`src/rtl/sprite_pkg.sv`:
```
// sprite_pkg: shared state encoding and byte-format constants for the sprite loader.
package sprite_pkg;
  typedef enum logic [1:0] {IDLE, LOAD_PAL, LOAD_IMG} state_t;
  localparam int BYTES_PER_COLOR = 3;
  localparam int RGB_W = 8;
endpackage

```
`src/rtl/sprite_loader_rgb_packer.sv`:
```
// rgb_packer: gathers R,G,B stream bytes into one 24-bit palette word.
module rgb_packer
  import sprite_pkg::*;
(
  input  logic                             pixel_clk,
  input  logic                             rst_n,
  input  logic                             clr,
  input  logic                             en,
  input  logic [RGB_W-1:0]                 data,
  output logic [BYTES_PER_COLOR*RGB_W-1:0] word,
  output logic                             word_valid
);
  localparam logic [1:0] LAST = 2'(BYTES_PER_COLOR - 1);
  logic [1:0]       phase;
  logic [RGB_W-1:0] r, g;
  always_ff @(posedge pixel_clk or negedge rst_n) begin
    if (!rst_n) begin
      phase <= '0;
      r     <= '0;
      g     <= '0;
    end else if (clr) begin
      phase <= '0;
    end else if (en) begin
      phase <= (phase == LAST) ? 2'd0 : phase + 2'd1;
      if (phase == 2'd0) r <= data;
      if (phase == 2'd1) g <= data;
    end
  end
  // Blue is taken straight from the bus so the word is complete on the third byte.
  assign word       = {r, g, data};
  assign word_valid = en && (phase == LAST);
endmodule

```
`src/rtl/sprite_loader.sv`:
```
// sprite_loader: streams palette then raster image bytes into the sprite BRAM write ports.
module sprite_loader
  import sprite_pkg::*;
#(
  parameter int WIDTH         = 256,
  parameter int HEIGHT        = 256,
  parameter int PALETTE_DEPTH = 256
) (
  input  logic                               pixel_clk,
  input  logic                               rst_n,
  input  logic                               start,
  input  logic                               abort,
  input  logic [7:0]                         s_data,
  input  logic                               s_valid,
  output logic                               s_ready,
  output logic                               pal_we,
  output logic [$clog2(PALETTE_DEPTH)-1:0]   pal_addr,
  output logic [23:0]                        pal_data,
  output logic                               img_we,
  output logic [$clog2(WIDTH*HEIGHT)-1:0]    img_addr,
  output logic [7:0]                         img_data,
  output logic                               busy,
  output logic                               done
);
  localparam int PA = $clog2(PALETTE_DEPTH);
  localparam int IA = $clog2(WIDTH*HEIGHT);
  state_t          state, nxt;
  logic [PA-1:0]   pal_cnt;
  logic [IA-1:0]   pix_cnt;
  logic            accept, start_go, pal_en, img_go, pal_go, last_pal, last_pix;
  logic [23:0]     word;
  assign s_ready  = (state != IDLE);
  assign busy     = (state != IDLE);
  assign accept   = s_valid && s_ready && !abort;
  assign start_go = start && (state == IDLE) && !abort;
  assign pal_en   = accept && (state == LOAD_PAL);
  assign img_go   = accept && (state == LOAD_IMG);
  assign last_pal = (pal_cnt == PA'(PALETTE_DEPTH - 1));
  assign last_pix = (pix_cnt == IA'(WIDTH*HEIGHT - 1));
  rgb_packer u_packer (
    .pixel_clk  (pixel_clk),
    .rst_n      (rst_n),
    .clr        (abort || start_go),
    .en         (pal_en),
    .data       (s_data),
    .word       (word),
    .word_valid (pal_go)
  );
  always_comb
    nxt = abort             ? IDLE     :
          start_go          ? LOAD_PAL :
          (pal_go && last_pal) ? LOAD_IMG :
          (img_go && last_pix) ? IDLE     : state;
  always_ff @(posedge pixel_clk or negedge rst_n) begin
    if (!rst_n) begin
      state    <= IDLE;
      pal_cnt  <= '0;
      pix_cnt  <= '0;
      pal_we   <= 1'b0;
      pal_addr <= '0;
      pal_data <= '0;
      img_we   <= 1'b0;
      img_addr <= '0;
      img_data <= '0;
      done     <= 1'b0;
    end else begin
      state   <= nxt;
      pal_we  <= pal_go;
      img_we  <= img_go;
      done    <= img_go && last_pix;
      pal_cnt <= (abort || start_go) ? '0 : pal_go ? (last_pal ? '0 : pal_cnt + 1'b1) : pal_cnt;
      pix_cnt <= (abort || start_go) ? '0 : img_go ? (last_pix ? '0 : pix_cnt + 1'b1) : pix_cnt;
      if (pal_go) begin
        pal_addr <= pal_cnt;
        pal_data <= word;
      end
      if (img_go) begin
        img_addr <= pix_cnt;
        img_data <= s_data;
      end
    end
  end
endmodule

```
`config.mk`:
```
export PLATFORM = sky130hd
export DESIGN_NAME = sprite_loader
export DESIGN_NICKNAME = d
export VERILOG_FILES = /design/src/rtl/sprite_pkg.sv /design/src/rtl/sprite_loader_rgb_packer.sv /design/src/rtl/sprite_loader.sv
export SDC_FILE = /design/constraint.sdc
export NUM_CORES = 1
export LEC_CHECK = 0
export CELL_PAD_IN_SITES_DETAIL_PLACEMENT = 1
export CELL_PAD_IN_SITES_GLOBAL_PLACEMENT = 1
export CORE_MARGIN = 4
export CORE_UTILIZATION = 45
export CTS_BUF_LIST = sky130_fd_sc_hd__clkbuf_4 sky130_fd_sc_hd__clkbuf_8 sky130_fd_sc_hd__clkbuf_16
export DETAILED_ROUTE_END_ITERATION = 16
export PLACE_DENSITY_LB_ADDON = 0.1
export SYNTH_ARGS = -nofsm -noshare
export SYNTH_HDL_FRONTEND = slang
export SYNTH_HIERARCHICAL = 1
export SYNTH_SLANG_ARGS = --single-unit
export TNS_END_PERCENT = 100
```
`constraint.sdc`:
```
create_clock -name pixel_clk -period 5.11 [get_ports pixel_clk]
set_clock_uncertainty 0.2 [all_clocks]
set_input_delay 0.511 -clock pixel_clk [delete_from_list [all_inputs] [get_ports pixel_clk]]
set_output_delay 0.511 -clock pixel_clk [all_outputs]
set_load 0.03 [all_outputs]
```
==> results.json, run 1 <==
{
  "antenna_found_initial": 0,
  "synth_area_leaders": "dfrtp_1 58%, mux2_2 12%, nand2_1 6.2%",
  "synth_ff_type": "dfrtp_1",
  "cts_tree": "done",
  "worstSkewPairLatency_ns": 0.36,
  "netlist_instances": 384,
  "place_hpwl_microns": 7110,
  "post_cts.repair.setup_buffers": 0,
  "cts_resized": 0,
  "maxSlewHeadroom": 0.360,
  "ant_nets": 0,
  "dr.pass1.iters": 4,
  "hold_viol": 0,
  "syn_nets": 399,
  "port_buffers": 73,
  "maxCapViolCount": 0,
  "n_antenna_cell": 0,
  "io-pin-count": 74,
  "drt_iter0_markers": 76,
  "dp_slack_ns": 1.69,
  "final-seq-area_sq_um": 2580,
  "setup_ws_ns": 2.08,
  "wire_per_inst_microns": 17.8,
  "core_area_sq_um": 9730,
  "tightest_slew_ns": 0.960,
  "yosysUniqueCellTypes": 56,
  "avgSynthCellArea_sq_um": 11.6,
  "synth_commonest_cells": "103 x dfrtp_1, 74 x nand2_1, 48 x mux2_2",
  "synth-edff-count": 0,
  "drv_slew": 0,
  "min_path_type": "in2async",
  "netlist.area_leader.share": 0.576,
  "syn2layout_area_growth_pct": 22.0,
  "vias": 3130,
  "path_class": "in2reg",
  "synth_top_area_cell": "dfrtp_1",
  "grt-ovfl-total": 0,
  "startpoint_type": "input pin",
  "max_freq_mhz": 330,
  "cp_num_buf_inv": 1,
  "initial_core_util": 0.460,
  "viasPerCell": 5.37,
  "crit_required_ns": 5.20,
  "endpoint_kind": "register",
  "wirelength_microns": 10400,
  "rows": 36,
  "rsz0062_at_grt": "no",
  "synth.cell_area_sq_um": 4470,
  "irDropWorstVdd_uv": 132,
  "crit_fanout": 41,
  "fin_util": 0.561,
  "final_nets": 460,
  "power.density_nw_per_um2": 272,
  "cp_slowest_stage_delay_ns": 0.85,
  "synth.most_common_cell": "dfrtp_1",
  "grt_pass1_wl_microns": 17600,
  "regToRegStartpoint": "state[1]",
  "status": "finished, final reports clean",
  "gp_congestion": 0.783,
  "cts_hold_buf": 0,
  "cts-root-buf": "clkbuf_8",
  "cpMaxStageDelayCell": "and3b_2",
  "min_period_over_period": 0.594,
  "final.min_clock_period_ns": 3.03,
  "clk_pin_slew_ns": 0.10,
  "grt_use_total": 0.193,
  "die_area_sq_um": 11600,
  "die_x_microns": 108,
  "crit_family": "simple AND/OR/NAND/NOR gates",
  "multi_input_area_sq_um": 1710,
  "cts_sinks": 103,
  "setup_violations": 0,
  "grt_start_max_net_pins": 60,
  "ys_seq_area_frac": 0.576,
  "fillCellCount": 1066,
  "synth-seq-cells": 103,
  "cts_max_level": 3,
  "drive_gt1_frac": 0.193,
  "drc_errors": 0,
  "synth_warnings": 6,
  "first_global_vias": 3446,
  "async_flop_share": 1.00,
  "fp.dieH_microns": 108,
  "clockBufferDepth": 2,
  "cp-startpoint": "abort",
  "numCtsBuffers": 9,
  "worstPathArrival_ns": 3.12,
  "p_leak_nw": 2.49,
  "crit_chain": "clkdlybuf4s50_1 > and4bb_2 > and3b_2 > nand4_1 > or3_1 > a21oi_1",
  "finalSetupTns_ns": 0
}
-- stage by stage --
| step | instances | hold WS [ns] | total power (W) | area (sq um) |
|---|---|---|---|---|
| finish | 583 | 0.0164 | 0.00148 | 5460 |
| global route | 583 | 0.0634 | 0.00154 | 5460 |
| CTS | 583 | 0.0362 | 0.00151 | 5460 |
| detailed placement | 567 | 0.271 | 0.000939 | 5240 |
| global placement | 567 | 0.259 | 0.000934 | 5240 |
| floorplan | 384 | 0.0154 | 0.000899 | 4470 |
-- placed cells by master, fill, tap and decap left out, types with 2 or more instances in the layout --
master / netlist / routed
and3_1: 2 / 2
nand2_1: 74 / 74
clkbuf_8: 0 / 9
nor2_1: 9 / 9
ha_1: 2 / 2
o21bai_1: 2 / 2
and4bb_2: 2 / 2
inv_1: 10 / 10
a31oi_1: 5 / 5
xor2_1: 2 / 2
clkinv_4: 0 / 2
clkdlybuf4s50_1: 0 / 72
o21ai_0: 18 / 18
nor3_1: 2 / 2
nor4_1: 5 / 5
nand3b_1: 3 / 3
nand4_1: 2 / 2
o31ai_1: 2 / 2
bufinv_16: 0 / 2
buf_4: 10 / 3
or4_1: 2 / 2
and2_1: 3 / 3
nand3_1: 5 / 5
nand4_2: 3 / 3
mux2_2: 48 / 48
or3_1: 4 / 4
dfrtp_1: 103 / 103
o21ai_1: 2 / 2
mux2i_1: 3 / 3
a21oi_1: 17 / 17
clkinv_2: 0 / 2
nand2b_1: 3 / 3
a22oi_1: 2 / 2
-- path summary, 6_finish.rpt --
check                                    to  depth (start not counted)  slack [ns]
worst min register to register  img_addr[2]                          2        0.29
worst max register to register   pal_cnt[6]                          5        2.32
max in group asynchronous       pal_data[8]                          2        3.63
worst max-delay path             pal_cnt[6]                          6        2.08
worst min-delay path            img_addr[5]                          1        0.02
min in group pixel_clk          img_addr[2]                          2        0.29
-- worst reg2reg max path, cell delays in order, from the launching register on --
cell,delay [ns]
dfrtp_1,0.44
and4bb_2,0.38
and3b_2,0.85
nand4_1,0.30
or3_1,0.41
a21oi_1,0.14
-- per-layer routing --
layer / share of wire / global-route usage
met3: 0.033 / 0.0336
met4: 0.020 / 0.0676
met1: 0.47 / 0.264
met2: 0.48 / 0.311
met5: 0 / 0
-- final cells by class --
| class | instances | share of cell area |
|---|---|---|
| tap | 133 | 0.0305 |
| clock inverter | 7 | 0.0176 |
| clock buffer | 9 | 0.0227 |
| sequential | 103 | 0.472 |
| inverter | 10 | 0.00688 |
| multi-input combinational | 246 | 0.314 |
| timing repair buffer | 75 | 0.136 |
-- power by group --
part | switching, W | internal (W) | total (W)
Clock | 0.000284 | 0.000278 | 0.000562
Combinational | 0.0000430 | 0.0000306 | 0.0000736
Sequential | 0.0000124 | 0.000835 | 0.000847
Total | 0.000340 | 0.00114 | 0.00148
-- logic make-up (layout without fill, tap and decap cells) --
family                   after synthesis  in the layout  share of synthesized area
AO/OA/AOI/OAI                         60             60                     0.0884
AND/OR/NAND/NOR                      130            130                      0.156
flip-flops                           103            103                      0.576
buffers and inverters                 35            101                     0.0408
XOR/XNOR                               3              3                    0.00588
multiplexers                          51             51                      0.128
adder cells (fa/ha/maj)                2              2                    0.00559
-- registers in the layout, summed over array words and instances (netlist names) --
signal / cells
img_data: 8
pix_cnt: 16
pal_data: 24
u_packer/g: 8
img_addr: 16
pal_cnt: 8
img_we: 1
done: 1
u_packer/phase: 2
pal_addr: 8
state: 2
u_packer/r: 8
pal_we: 1
(Power assumes the default switching activity.)
==> run 2, diff against run 1 <==
Settings changed: CORE_UTILIZATION 45 to 38.
Clock period 5.11 ns to 2.4 ns, I/O delays scaled along.
==> results.json, run 2 (synthesis gave the netlist of run 1 again) <==
{
  "status": "finished, final reports clean",
  "wire_per_inst_microns": 17.7,
  "gp_congestion": 0.769,
  "drive_gt1_frac": 0.212,
  "final_common_cell": "dfrtp_1",
  "grt_use_total": 0.169,
  "startpoint_type": "register",
  "vias": 3128,
  "grt-ovfl-total": 0,
  "fin_util": 0.499,
  "max_freq_mhz": 452,
  "maxCapViolCount": 0,
  "finalSetupTns_ns": 0,
  "cts-root-buf": "clkbuf_16",
  "largest-register": "pal_data",
  "final_nets": 472,
  "drc_errors": 0,
  "cts_resized": 0,
  "viasPerCell": 5.17,
  "tightest_slew_ns": 0.659,
  "grt_start_max_net_pins": 51,
  "die_area_sq_um": 13600,
  "ant_nets": 0,
  "antenna_found_initial": 0,
  "dr.pass1.iters": 5,
  "crit_fanout": 10,
  "path_class": "reg2reg",
  "endpoint_kind": "register",
  "setup_violations": 0,
  "hold_viol": 0,
  "largest_register_ffs": 24,
  "post_cts.repair.setup_buffers": 0,
  "min_period_over_period": 0.921,
  "reg_top3": "pal_data (24), img_addr (16), pix_cnt (16)",
  "drt_iter0_markers": 121,
  "die_x_microns": 116,
  "clk_pin_slew_ns": 0.07,
  "power.density_nw_per_um2": 633,
  "maxSlewHeadroom": 0.561,
  "irDropWorstVdd_uv": 594,
  "port_buffers": 73,
  "worstSkewPairLatency_ns": 0.35,
  "initial_core_util": 0.390,
  "rsz0062_at_grt": "no",
  "cts_tree": "done",
  "p_leak_nw": 2.60,
  "drv_slew": 0,
  "grt_pass1_wl_microns": 17700,
  "fp.dieH_microns": 116,
  "worstPathArrival_ns": 2.24,
  "numCtsBuffers": 9,
  "first_global_vias": 3506,
  "clockBufferDepth": 2,
  "final.min_clock_period_ns": 2.21,
  "cts_sinks": 103,
  "min_path_type": "in2async",
  "syn2layout_area_growth_pct": 27.9,
  "n_antenna_cell": 0,
  "wirelength_microns": 10700,
  "cts_max_level": 3,
  "place_hpwl_microns": 7230,
  "io-pin-count": 74,
  "core_area_sq_um": 11500,
  "rows": 39,
  "most-common-layout-cells": "103 x dfrtp_1, 74 x nand2_1, 72 x clkdlybuf4s50_1",
  "crit_required_ns": 2.43
}
[run 2: cell count changes in the layout (fill, tap and decap cells not counted), moves of 2 or more]
cell	delta
clkinv_4	-2
buf_12	+3
clkbuf_16	+9
clkinv_2	-2
buf_4	+8
clkbuf_8	-8
inv_8	+2
[run 2: critical path, cell delays in order (launching register included)]
cell	delay (ns)
dfrtp_1	0.47
ha_1	0.23
nand3_2	0.21
nor4_2	0.57
o32ai_1	0.19
a41o_1	0.23
[run 2: area by class of cell]
cell class,instances,area (sq um)
multi-input combinational,246,1710
fill,1244,5750
sequential,103,2580
tap,143,179
clock inverter,6,98.8
clock buffer,10,239
timing repair buffer,87,873
inverter,10,37.5
[run 2: repair_timing]
action                                  CTS  global route
hold buffers                              1             0
endpoints found under the hold margin    48             0
endpoints found under the setup margin    0             0
[run 2: layer usage]
metal	GRT usage	routed length, microns
met5	0	0
met4	0.0480	169
met3	0.0549	436
met2	0.280	5240
met1	0.214	4860
[run 2: worst paths after layout]
check                           cells past startpoint           to         from  slack [ns]
worst max register to register                      5   pix_cnt[6]   pix_cnt[0]        0.19
worst min-delay path                                2  pal_data[4]        rst_n        0.25
max in group asynchronous                           3   pix_cnt[4]        rst_n        1.03
worst max-delay path                                5   pix_cnt[6]   pix_cnt[0]        0.19
worst min register to register                      2  img_addr[2]  img_addr[2]        0.27
min in group pixel_clk                              2  img_addr[2]  img_addr[2]        0.27
[run 2: per-stage QoR]
step                area (sq um)  hold slack [ns]  instances  power (W)  worst slack [ns]
floorplan                   4470           -0.256        384    0.00191             0.184
global placement            5370            0.116        588    0.00200             0.102
detailed placement          5370            0.118        588    0.00201            0.0297
CTS                         5720            0.282        605    0.00369             0.158
global route                5720            0.312        605    0.00376            0.0292
finish                      5720            0.252        605    0.00362             0.190
[run 2: power by group]
part | switching [W] | total (W) | internal, W | leakage [nW]
Clock | 0.000688 | 0.00165 | 0.000962 | 0.163
Combinational | 0.0000935 | 0.000170 | 0.0000761 | 1.02
Sequential | 0.0000254 | 0.00180 | 0.00178 | 1.42
